## config.mk

```make
export PLATFORM = sky130hd
export DESIGN_NAME = div_sequencer
export DESIGN_NICKNAME = d
export VERILOG_FILES = /design/src/rtl/div_sequencer.sv
export SDC_FILE = /design/constraint.sdc
export NUM_CORES = 1
export LEC_CHECK = 0
export BUFFER_PORTS_ARGS = -buffer_cell sky130_fd_sc_hd__buf_2
export CAP_MARGIN = 20
export CORE_UTILIZATION = 55
export CTS_CLUSTER_SIZE = 25
export DETAILED_ROUTE_END_ITERATION = 8
export PLACE_DENSITY = 0.75
export SETUP_SLACK_MARGIN = 0.15
export SLEW_MARGIN = 0
export SYNTH_ARGS = -nofsm -noshare
export SYNTH_HDL_FRONTEND = slang
export SYNTH_SLANG_ARGS = --single-unit
```

## constraint.sdc

```tcl
create_clock -name clk -period 5 [get_ports clk]
set_input_delay 0.75 -clock clk [delete_from_list [all_inputs] [get_ports clk]]
set_output_delay 0.75 -clock clk [all_outputs]
set_load 0.03 [all_outputs]
```

## src/rtl/div_sequencer.sv

```systemverilog
`default_nettype none
// div_sequencer: RV32M DIV/DIVU/REM/REMU sequencer with an iterative radix-2 restoring divider. Rev 1.0
// Optional macro DIV_EARLY_OUT_EN: skip iteration when |a| < |b|.
module div_sequencer #(
  parameter int XLEN  = 32,
  parameter int CNT_W = $clog2(XLEN + 1)
) (
  input  logic            clk,
  input  logic            rst_n,
  input  logic            start_i,
  input  logic [1:0]      op_i,
  input  logic [XLEN-1:0] a_i,
  input  logic [XLEN-1:0] b_i,
  input  logic [4:0]      rd_i,
  input  logic            flush_i,
  output logic            stall_o,
  output logic            done_o,
  output logic [XLEN-1:0] result_o,
  output logic [4:0]      rd_o
);

  typedef enum logic [2:0] {
    S_IDLE = 3'd0,
    S_PREP = 3'd1,
    S_ITER = 3'd2,
    S_FIX  = 3'd3,
    S_DONE = 3'd4
  } state_t;

  localparam logic [XLEN-1:0]  MIN_NEG  = {1'b1, {(XLEN-1){1'b0}}};
  localparam logic [CNT_W-1:0] CNT_INIT = CNT_W'(XLEN);
  localparam logic [CNT_W-1:0] CNT_ONE  = CNT_W'(1);

  state_t          state_q, state_d;
  logic [1:0]      op_q, op_d;
  logic [XLEN-1:0] quo_q, quo_d;
  logic [XLEN-1:0] b_q, b_d;
  logic [XLEN:0]   rem_q, rem_d;
  logic [CNT_W-1:0] cnt_q, cnt_d;
  logic [4:0]      rd_q, rd_d;
  logic [4:0]      rdo_q, rdo_d;
  logic [XLEN-1:0] result_q, result_d;
  logic            negq_q, negq_d;
  logic            negr_q, negr_d;

  logic            is_signed;
  logic [XLEN-1:0] a_abs, b_abs;
  logic [XLEN:0]   rem_sh;
  logic            rem_ge;
  logic [XLEN-1:0] quo_fix, rem_fix;

  // Before PREP, quo_q holds the raw dividend and b_q the raw divisor.
  assign is_signed = ~op_q[0];
  assign a_abs     = (is_signed && quo_q[XLEN-1]) ? (~quo_q + 1'b1) : quo_q;
  assign b_abs     = (is_signed && b_q[XLEN-1])   ? (~b_q + 1'b1)   : b_q;
  assign rem_sh    = {rem_q[XLEN-1:0], quo_q[XLEN-1]};
  assign rem_ge    = (rem_sh >= {1'b0, b_q});
  assign quo_fix   = negq_q ? (~quo_q + 1'b1) : quo_q;
  assign rem_fix   = negr_q ? (~rem_q[XLEN-1:0] + 1'b1) : rem_q[XLEN-1:0];

  always_comb begin
    state_d  = state_q;
    op_d     = op_q;
    quo_d    = quo_q;
    b_d      = b_q;
    rem_d    = rem_q;
    cnt_d    = cnt_q;
    rd_d     = rd_q;
    rdo_d    = rdo_q;
    result_d = result_q;
    negq_d   = negq_q;
    negr_d   = negr_q;

    unique case (state_q)
      S_IDLE: begin
        if (start_i && !flush_i) begin
          op_d  = op_i;
          rd_d  = rd_i;
          quo_d = a_i;
          b_d   = b_i;
          if (b_i == '0) begin
            state_d  = S_DONE;
            result_d = op_i[1] ? a_i : '1;
            rdo_d    = rd_i;
          end else if (!op_i[0] && (a_i == MIN_NEG) && (b_i == '1)) begin
            state_d  = S_DONE;
            result_d = op_i[1] ? '0 : MIN_NEG;
            rdo_d    = rd_i;
          end else begin
            state_d = S_PREP;
          end
        end
      end
      S_PREP: begin
        negq_d  = is_signed & (quo_q[XLEN-1] ^ b_q[XLEN-1]);
        negr_d  = is_signed & quo_q[XLEN-1];
        quo_d   = a_abs;
        b_d     = b_abs;
        rem_d   = '0;
        cnt_d   = CNT_INIT;
        state_d = S_ITER;
`ifdef DIV_EARLY_OUT_EN
        if (a_abs < b_abs) begin
          quo_d   = '0;
          rem_d   = {1'b0, a_abs};
          state_d = S_FIX;
        end
`endif
      end
      S_ITER: begin
        rem_d = rem_ge ? (rem_sh - {1'b0, b_q}) : rem_sh;
        quo_d = {quo_q[XLEN-2:0], rem_ge};
        cnt_d = cnt_q - CNT_ONE;
        if (cnt_q == CNT_ONE) begin
          state_d = S_FIX;
        end
      end
      S_FIX: begin
        result_d = op_q[1] ? rem_fix : quo_fix;
        rdo_d    = rd_q;
        state_d  = S_DONE;
      end
      S_DONE: begin
        state_d = S_IDLE;
      end
      default: begin
        state_d = S_IDLE;
      end
    endcase

    // An abort must leave the visible result untouched.
    if (flush_i) begin
      state_d  = S_IDLE;
      result_d = result_q;
      rdo_d    = rdo_q;
    end
  end

  always_ff @(posedge clk) begin
    if (!rst_n) begin
      state_q  <= S_IDLE;
      op_q     <= '0;
      quo_q    <= '0;
      b_q      <= '0;
      rem_q    <= '0;
      cnt_q    <= '0;
      rd_q     <= '0;
      rdo_q    <= '0;
      result_q <= '0;
      negq_q   <= 1'b0;
      negr_q   <= 1'b0;
    end else begin
      state_q  <= state_d;
      op_q     <= op_d;
      quo_q    <= quo_d;
      b_q      <= b_d;
      rem_q    <= rem_d;
      cnt_q    <= cnt_d;
      rd_q     <= rd_d;
      rdo_q    <= rdo_d;
      result_q <= result_d;
      negq_q   <= negq_d;
      negr_q   <= negr_d;
    end
  end

  assign stall_o  = rst_n & (((state_q == S_IDLE) & start_i & ~flush_i) |
                             (state_q == S_PREP) | (state_q == S_ITER) | (state_q == S_FIX));
  assign done_o   = rst_n & (state_q == S_DONE);
  assign result_o = result_q;
  assign rd_o     = rdo_q;

endmodule
`default_nettype wire

```

## After elaboration in Yosys (flattened, before gate mapping)

Cells that the tools add are included.
W data, S select, Z words.

| cells by class | value |
|---|---|
| add/sub/neg operators | 5 |
| muxes and demuxes | 27 |
| reductions and logical operators | 19 |
| eq/ne operators | 12 |
| order comparisons | 1 |
| bitwise operators | 16 |

Operators by type and width:

| operator | number |
|---|---|
| $mux W32 | 13 |
| $pmux W32 S2 | 3 |
| $add A32 B1 Y32 const B | 3 |
| $not A32 Y32 | 3 |
| $pmux W32 S3 | 1 |
| $eq A32 B32 Y1 const B | 2 |
| $ge A33 B32 Y1 | 1 |
| $logic_not A32 Y1 | 1 |
| $sub A32 B32 Y32 | 1 |
| $mux W5 | 3 |
| $mux W3 | 4 |
| $pmux W3 S4 | 1 |
| $pmux W6 S2 | 1 |
| $pmux W5 S2 | 1 |
| $ne A2 B2 Y1 const B | 4 |
| $and A1 B1 Y1 | 6 |
| $eq A3 B2 Y1 const B | 2 |
| $eq A6 B1 Y1 const B | 1 |
| $reduce_and A3 Y1 | 2 |
| $reduce_bool A2 Y1 | 3 |
| $sub A6 B1 Y6 const B | 1 |
| $logic_and A1 B1 Y1 | 5 |
| $reduce_and A2 Y1 | 2 |
| $reduce_and A4 Y1 | 1 |
| 10 further kinds | 15 |

| storage, ports and cells | value |
|---|---|
| register bits after elaboration | 151 |
| word-level logic and storage cells | 91 |
| bits of input ports | 75 |

## Depth between registers and ports, before layout

| logic depth | value |
|---|---|
| word-level depth | 7 |
| mapped depth | 13 |
| mapped depth without buffers | 12 |

## Worst setup path after synthesis

OpenSTA, ideal clock, no wires.

| timing path | value |
|---|---|
| path kind | register -> register |
| start | reg b_q[5] |
| end | reg rem_q[17] |
| buffers on the path | 2 |
| period minus slack after synthesis | 2947 ps |
| setup slack | 2053 ps |
| cell stages (with the launch flop) | 13 |
| arrival | 2868 ps |
| path through | dfxtp_1 > inv_1 > ha_1 > clkbuf_1 > nand3_1 > a21oi_1 > o211ai_1 > a211o_1 > a211oi_1 > o21ai_0 > buf_2 > a2111o_1 > o211ai_1 |

| on the way | value |
|---|---|
| cells in the longest elaborated chain, start to end | 3 |

Ends and longest elaborated chain:

| item | RTL line | source |
|---|---|---|
| start: declaration | 37 | `logic [XLEN-1:0] b_q, b_d;` |
| start signal: assignment | 144 | `b_q <= '0;` |
| start signal: assignment | 156 | `b_q <= b_d;` |
| $sub A32 B32 Y32 or $ge A33 B32 Y1 (tied branches) | 111, 57 |  |
| $mux W32 * | 111 | `rem_d = rem_ge ? (rem_sh - {1'b0, b_q}) : rem_sh;` |
| $pmux W32 S2 * | 74 | `unique case (state_q)` |
| end signal: assignment | 157 | `rem_q <= rem_d;` |
| end: declaration | 38 | `logic [XLEN:0] rem_q, rem_d;` |

Every way passes the cells marked *; elsewhere a longest branch is shown, timed or not.
A chain may end at the register's enable or synchronous reset.

## Final worst setup path

| timing path | value |
|---|---|
| start | reg b_q[5] |
| end | reg rem_q[7] |

Same word-level chain as after synthesis.

==> impl_metrics.env <==
export IMPL_post_synth_top_area_fraction=0.2642
export IMPL_clockPowerShare=0.378
export IMPL_period_minus_slack_ps=3763
export IMPL_cell_internal_pwr_uw=2296
export IMPL_avgRoutedWirePerCell_um=20.88
export IMPL_worst_setup_path_end_kind="flop"
export IMPL_final_period_utilization=0.7527
export IMPL_hold_depth=1
export IMPL_synth_nets=1644
export IMPL_design_core_area_um2=20300
export IMPL_ys_async_rst_share=0
export IMPL_antenna_found_initial=1
export IMPL_holdBufCountCts=0
export IMPL_status="completed"
export IMPL_grt_pass1_wl_um=61050
export IMPL_drtPass1Iterations=6
export IMPL_clock_tree_buffer_depth=2
export IMPL_synthDominantAreaCellType="sky130_fd_sc_hd__dfxtp_1"
export IMPL_critPathArrivalTime_ps=4040
export IMPL_worstPathRequired_ps=5270
export IMPL_num_antenna_cells=0
export IMPL_pnr_total_power_uw=3429
export IMPL_floorplan_io_pins=114
export IMPL_worstPathCellList="inv_1 > ha_1 > nand3_1 > a21oi_1 > o211ai_1 > a211o_1 > a211oi_1 > o21ai_0 > buf_4 > nand2_1 > o311ai_0"
export IMPL_instances_no_fill=1853
export IMPL_ys_types=81
export IMPL_report_final_hold_viol_count=0
export IMPL_final_layout_size_suffix_gt1_frac=0.1251
export IMPL_worst_setup_path_type="flop to flop"
export IMPL_worst_path_dominant_cell_family="compound AO/OA/AOI/OAI gates"
export IMPL_p_sw_frac=0.3304
export IMPL_flop_and_latch_count_out_of_synthesis=151
export IMPL_dp_cells=1822
export IMPL_setup_worst_path_start_class="flop"
export IMPL_timing_max_cap_violations=0
export IMPL_die_w_um=146.2
export IMPL_pwr_per_cell_area_nw_per_um2=270.9
export IMPL_worst_hold_path_endpoint="result_o[18]"
export IMPL_synthesis_area_per_instance_um2=7.472
export IMPL_dp_final_hpwl_um=27790
export IMPL_maxSlewViolCount=0
export IMPL_cts_sinks=151
export IMPL_timing_critical_path_slowest_cell_delay_ps=600
export IMPL_cp_buffers_inverters=2
export IMPL_globalRouteOverflowTotal=0
export IMPL_cts_buffers_inserted=17
export IMPL_hold_path_class="flop to flop"
export IMPL_via_count_of_the_first_global_routing_pass=11030
export IMPL_met2_wirelength_um=17240
export IMPL_r2r_worst_path_cells=11
export IMPL_maxSlewHeadroom=0.2825
export IMPL_antenna_left=0
export IMPL_detail_route_wirelength_um=38700
export IMPL_critPathLaunch="b_q[5]"
export IMPL_design_final_nets=1684
export IMPL_worst_ir_drop_on_vdd_mv=0.2132
export IMPL_placement_rows=52
export IMPL_placement_io_buffers=113
export IMPL_synth_enable_flop_cells=0
export IMPL_power_switching_uw=1133
export IMPL_drc=0
export IMPL_postSynthCellCount=1531
export IMPL_synth_flop_cell="sky130_fd_sc_hd__dfxtp_1"
export IMPL_most_frequent_standard_cell_in_the_layout_excluding_fill_and_tap_cells="sky130_fd_sc_hd__nand2_1"
export IMPL_rsz0062_at_grt="false"
export IMPL_fmax_ghz=0.2657
export IMPL_yosysWarningCount=0
export IMPL_fillers=1865
export IMPL_synth_seq_area_share=0.2642
export IMPL_combPwrFrac=0.239
export IMPL_reg2reg_setup_slack_ps=1240
export IMPL_top_layer="met5"
export IMPL_cts_clk_slew_worst_paths_ps=70
export IMPL_place_ws_ps=1368
export IMPL_final_util=0.6236
export IMPL_vias_per_cell=6.666
export IMPL_vias=12350
export IMPL_ctsHtreeMaxLevel=4
export IMPL_clock_skew_ps=16.91
export IMPL_area_growth_syn_to_layout_pct=10.66
export IMPL_clock_latency_ps=430
export IMPL_placer_congestion_estimate=0.9759
export IMPL_cell_chosen_for_the_clock_root="sky130_fd_sc_hd__clkbuf_16"
export IMPL_initial_core_util=0.5635
export IMPL_fp_dieH_um=146.2
export IMPL_initialDrtViolationCount=1343
export IMPL_layout_cells_most_common_list="sky130_fd_sc_hd__nand2_1 (188), sky130_fd_sc_hd__dfxtp_1 (151), sky130_fd_sc_hd__o21ai_0 (129)"
export IMPL_hold_path_startpoint="result_o[18]"
export IMPL_timing_critical_path_slowest_stage_cell="sky130_fd_sc_hd__nand2_1"
export IMPL_reg2reg_from="b_q[5]"
export IMPL_tightestPinTransition_ps=1074
export IMPL_die_area_um2=21380
export IMPL_grt_max_degree=67
export IMPL_grt_use_total=0.3571
export IMPL_setup_violations_final=0
export IMPL_fin_ws_ps=1237
export IMPL_wl_met1_um=15860
export IMPL_wl_met3_um=3866
export IMPL_critical_path_reg2reg_endpoint="rem_q[7]"
export IMPL_finalSetupTns_ps=0
export IMPL_post_cts_resize_count=0
export IMPL_seqPwrFrac=0.382
export IMPL_critPathMaxFanout=20
export IMPL_cts_setup_buffers=0
export IMPL_syn_area_um2=11440
export IMPL_cts_tree="yes"
export IMPL_leakagePower_uw=0.005099
export IMPL_yosys_top_cells_area="sky130_fd_sc_hd__dfxtp_1 (26%), sky130_fd_sc_hd__nand2_1 (6.2%), sky130_fd_sc_hd__o21ai_0 (5.6%)"
[worst max-delay path by stage]
stage / endpoint / slack [ps] / cells after the start
2_1_floorplan: rem_q[17] / 2050 / 12
3_3_place_gp: rem_q[28] / 1430 / 12
3_5_place_dp: rem_q[7] / 1370 / 11
4_1_cts: rem_q[7] / 1330 / 11
5_1_grt: rem_q[7] / 950 / 11
6_report: rem_q[7] / 1240 / 11
[logic make-up (layout without fill, tap and decap cells)]
logic type / after synthesis / after routing / synth area share
compound gates: 529 / 529 / 0.3148
simple gates: 558 / 558 / 0.2524
flops: 151 / 151 / 0.2642
fa+ha+maj: 38 / 38 / 0.04222
mux: 8 / 8 / 0.007109
buf+inv: 164 / 216 / 0.05567
xor+xnor: 83 / 83 / 0.06355
[cells in the mapped netlist, types with 8 or more instances]
cell type	instances
sky130_fd_sc_hd__o211ai_1	66
sky130_fd_sc_hd__a21o_1	20
sky130_fd_sc_hd__or4_1	12
sky130_fd_sc_hd__nor2b_1	37
sky130_fd_sc_hd__nor2_1	81
sky130_fd_sc_hd__nand2_1	188
sky130_fd_sc_hd__xor2_1	29
sky130_fd_sc_hd__o31ai_1	23
sky130_fd_sc_hd__inv_1	49
sky130_fd_sc_hd__dfxtp_1	151
sky130_fd_sc_hd__o211a_1	22
sky130_fd_sc_hd__o2bb2ai_1	8
sky130_fd_sc_hd__xnor2_1	54
sky130_fd_sc_hd__o21a_1	14
sky130_fd_sc_hd__nand3_1	36
sky130_fd_sc_hd__a21boi_0	15
sky130_fd_sc_hd__or3_1	22
sky130_fd_sc_hd__clkbuf_1	103
sky130_fd_sc_hd__and3_1	19
sky130_fd_sc_hd__ha_1	37
sky130_fd_sc_hd__nand2b_1	10
sky130_fd_sc_hd__a22oi_1	19
sky130_fd_sc_hd__a221oi_1	26
sky130_fd_sc_hd__a31oi_1	16
sky130_fd_sc_hd__o21ai_0	129
sky130_fd_sc_hd__nor3_1	37
sky130_fd_sc_hd__and2_1	17
sky130_fd_sc_hd__o22ai_1	8
sky130_fd_sc_hd__nand4_1	25
sky130_fd_sc_hd__a21oi_1	90
sky130_fd_sc_hd__nor4_1	31
sky130_fd_sc_hd__a22o_1	12
sky130_fd_sc_hd__nor3b_1	8
[flip-flops by register name, indices dropped and copies added (netlist names), 3 cells and up]
| signal | cells |
|---|---|
| quo_q | 32 |
| state_q | 3 |
| rem_q | 32 |
| cnt_q | 6 |
| result_o | 32 |
| b_q | 32 |
| rd_o | 5 |
| rd_q | 5 |
[worst register-to-register path: stages, from the launching register on]
cell and delay (ps):
sky130_fd_sc_hd__dfxtp_1 380, sky130_fd_sc_hd__inv_1 110, sky130_fd_sc_hd__ha_1 420, sky130_fd_sc_hd__nand3_1 220, sky130_fd_sc_hd__a21oi_1 190, sky130_fd_sc_hd__o211ai_1 180, sky130_fd_sc_hd__a211o_1 400, sky130_fd_sc_hd__a211oi_1 490
sky130_fd_sc_hd__o21ai_0 160, sky130_fd_sc_hd__buf_4 200, sky130_fd_sc_hd__nand2_1 600, sky130_fd_sc_hd__o311ai_0 240
[power by group through the flow]
stage | Clock (uW) | Combinational, uW | Sequential (uW)
2_1_floorplan | 0 | 592 | 1300
3_3_place_gp | 0 | 782 | 1330
3_5_place_dp | 0 | 790 | 1330
4_1_cts | 1300 | 798 | 1310
5_1_grt | 1350 | 892 | 1320
6_report | 1300 | 821 | 1310
[layer usage]
metal  vias up  GRT usage
met5         -          0
met4         2     0.1552
met3       100    0.06844
met2       671     0.5571
met1      5810     0.4790
li1       5770          -
[through the flow]
step,hold WS (ps),cell area (um^2)
finish,460.2,12660
global route,486.0,12660
CTS,462.9,12660
detailed placement,448.0,12090
global placement,453.9,12080
floorplan,443.7,11440
[area by class of cell]
cell class | instances | area [um^2] | area share
Timing Repair Buffer | 135 | 730.7 | 0.05772
Clock buffer | 20 | 446.7 | 0.03528
Inverter | 50 | 187.7 | 0.01483
Tap cell | 270 | 337.8 | 0.02669
Clock inverter | 11 | 126.4 | 0.009982
Multi-Input combinational cell | 1216 | 7807 | 0.6167
Sequential cell | 151 | 3023 | 0.2388
(Power assumes the default switching activity.)
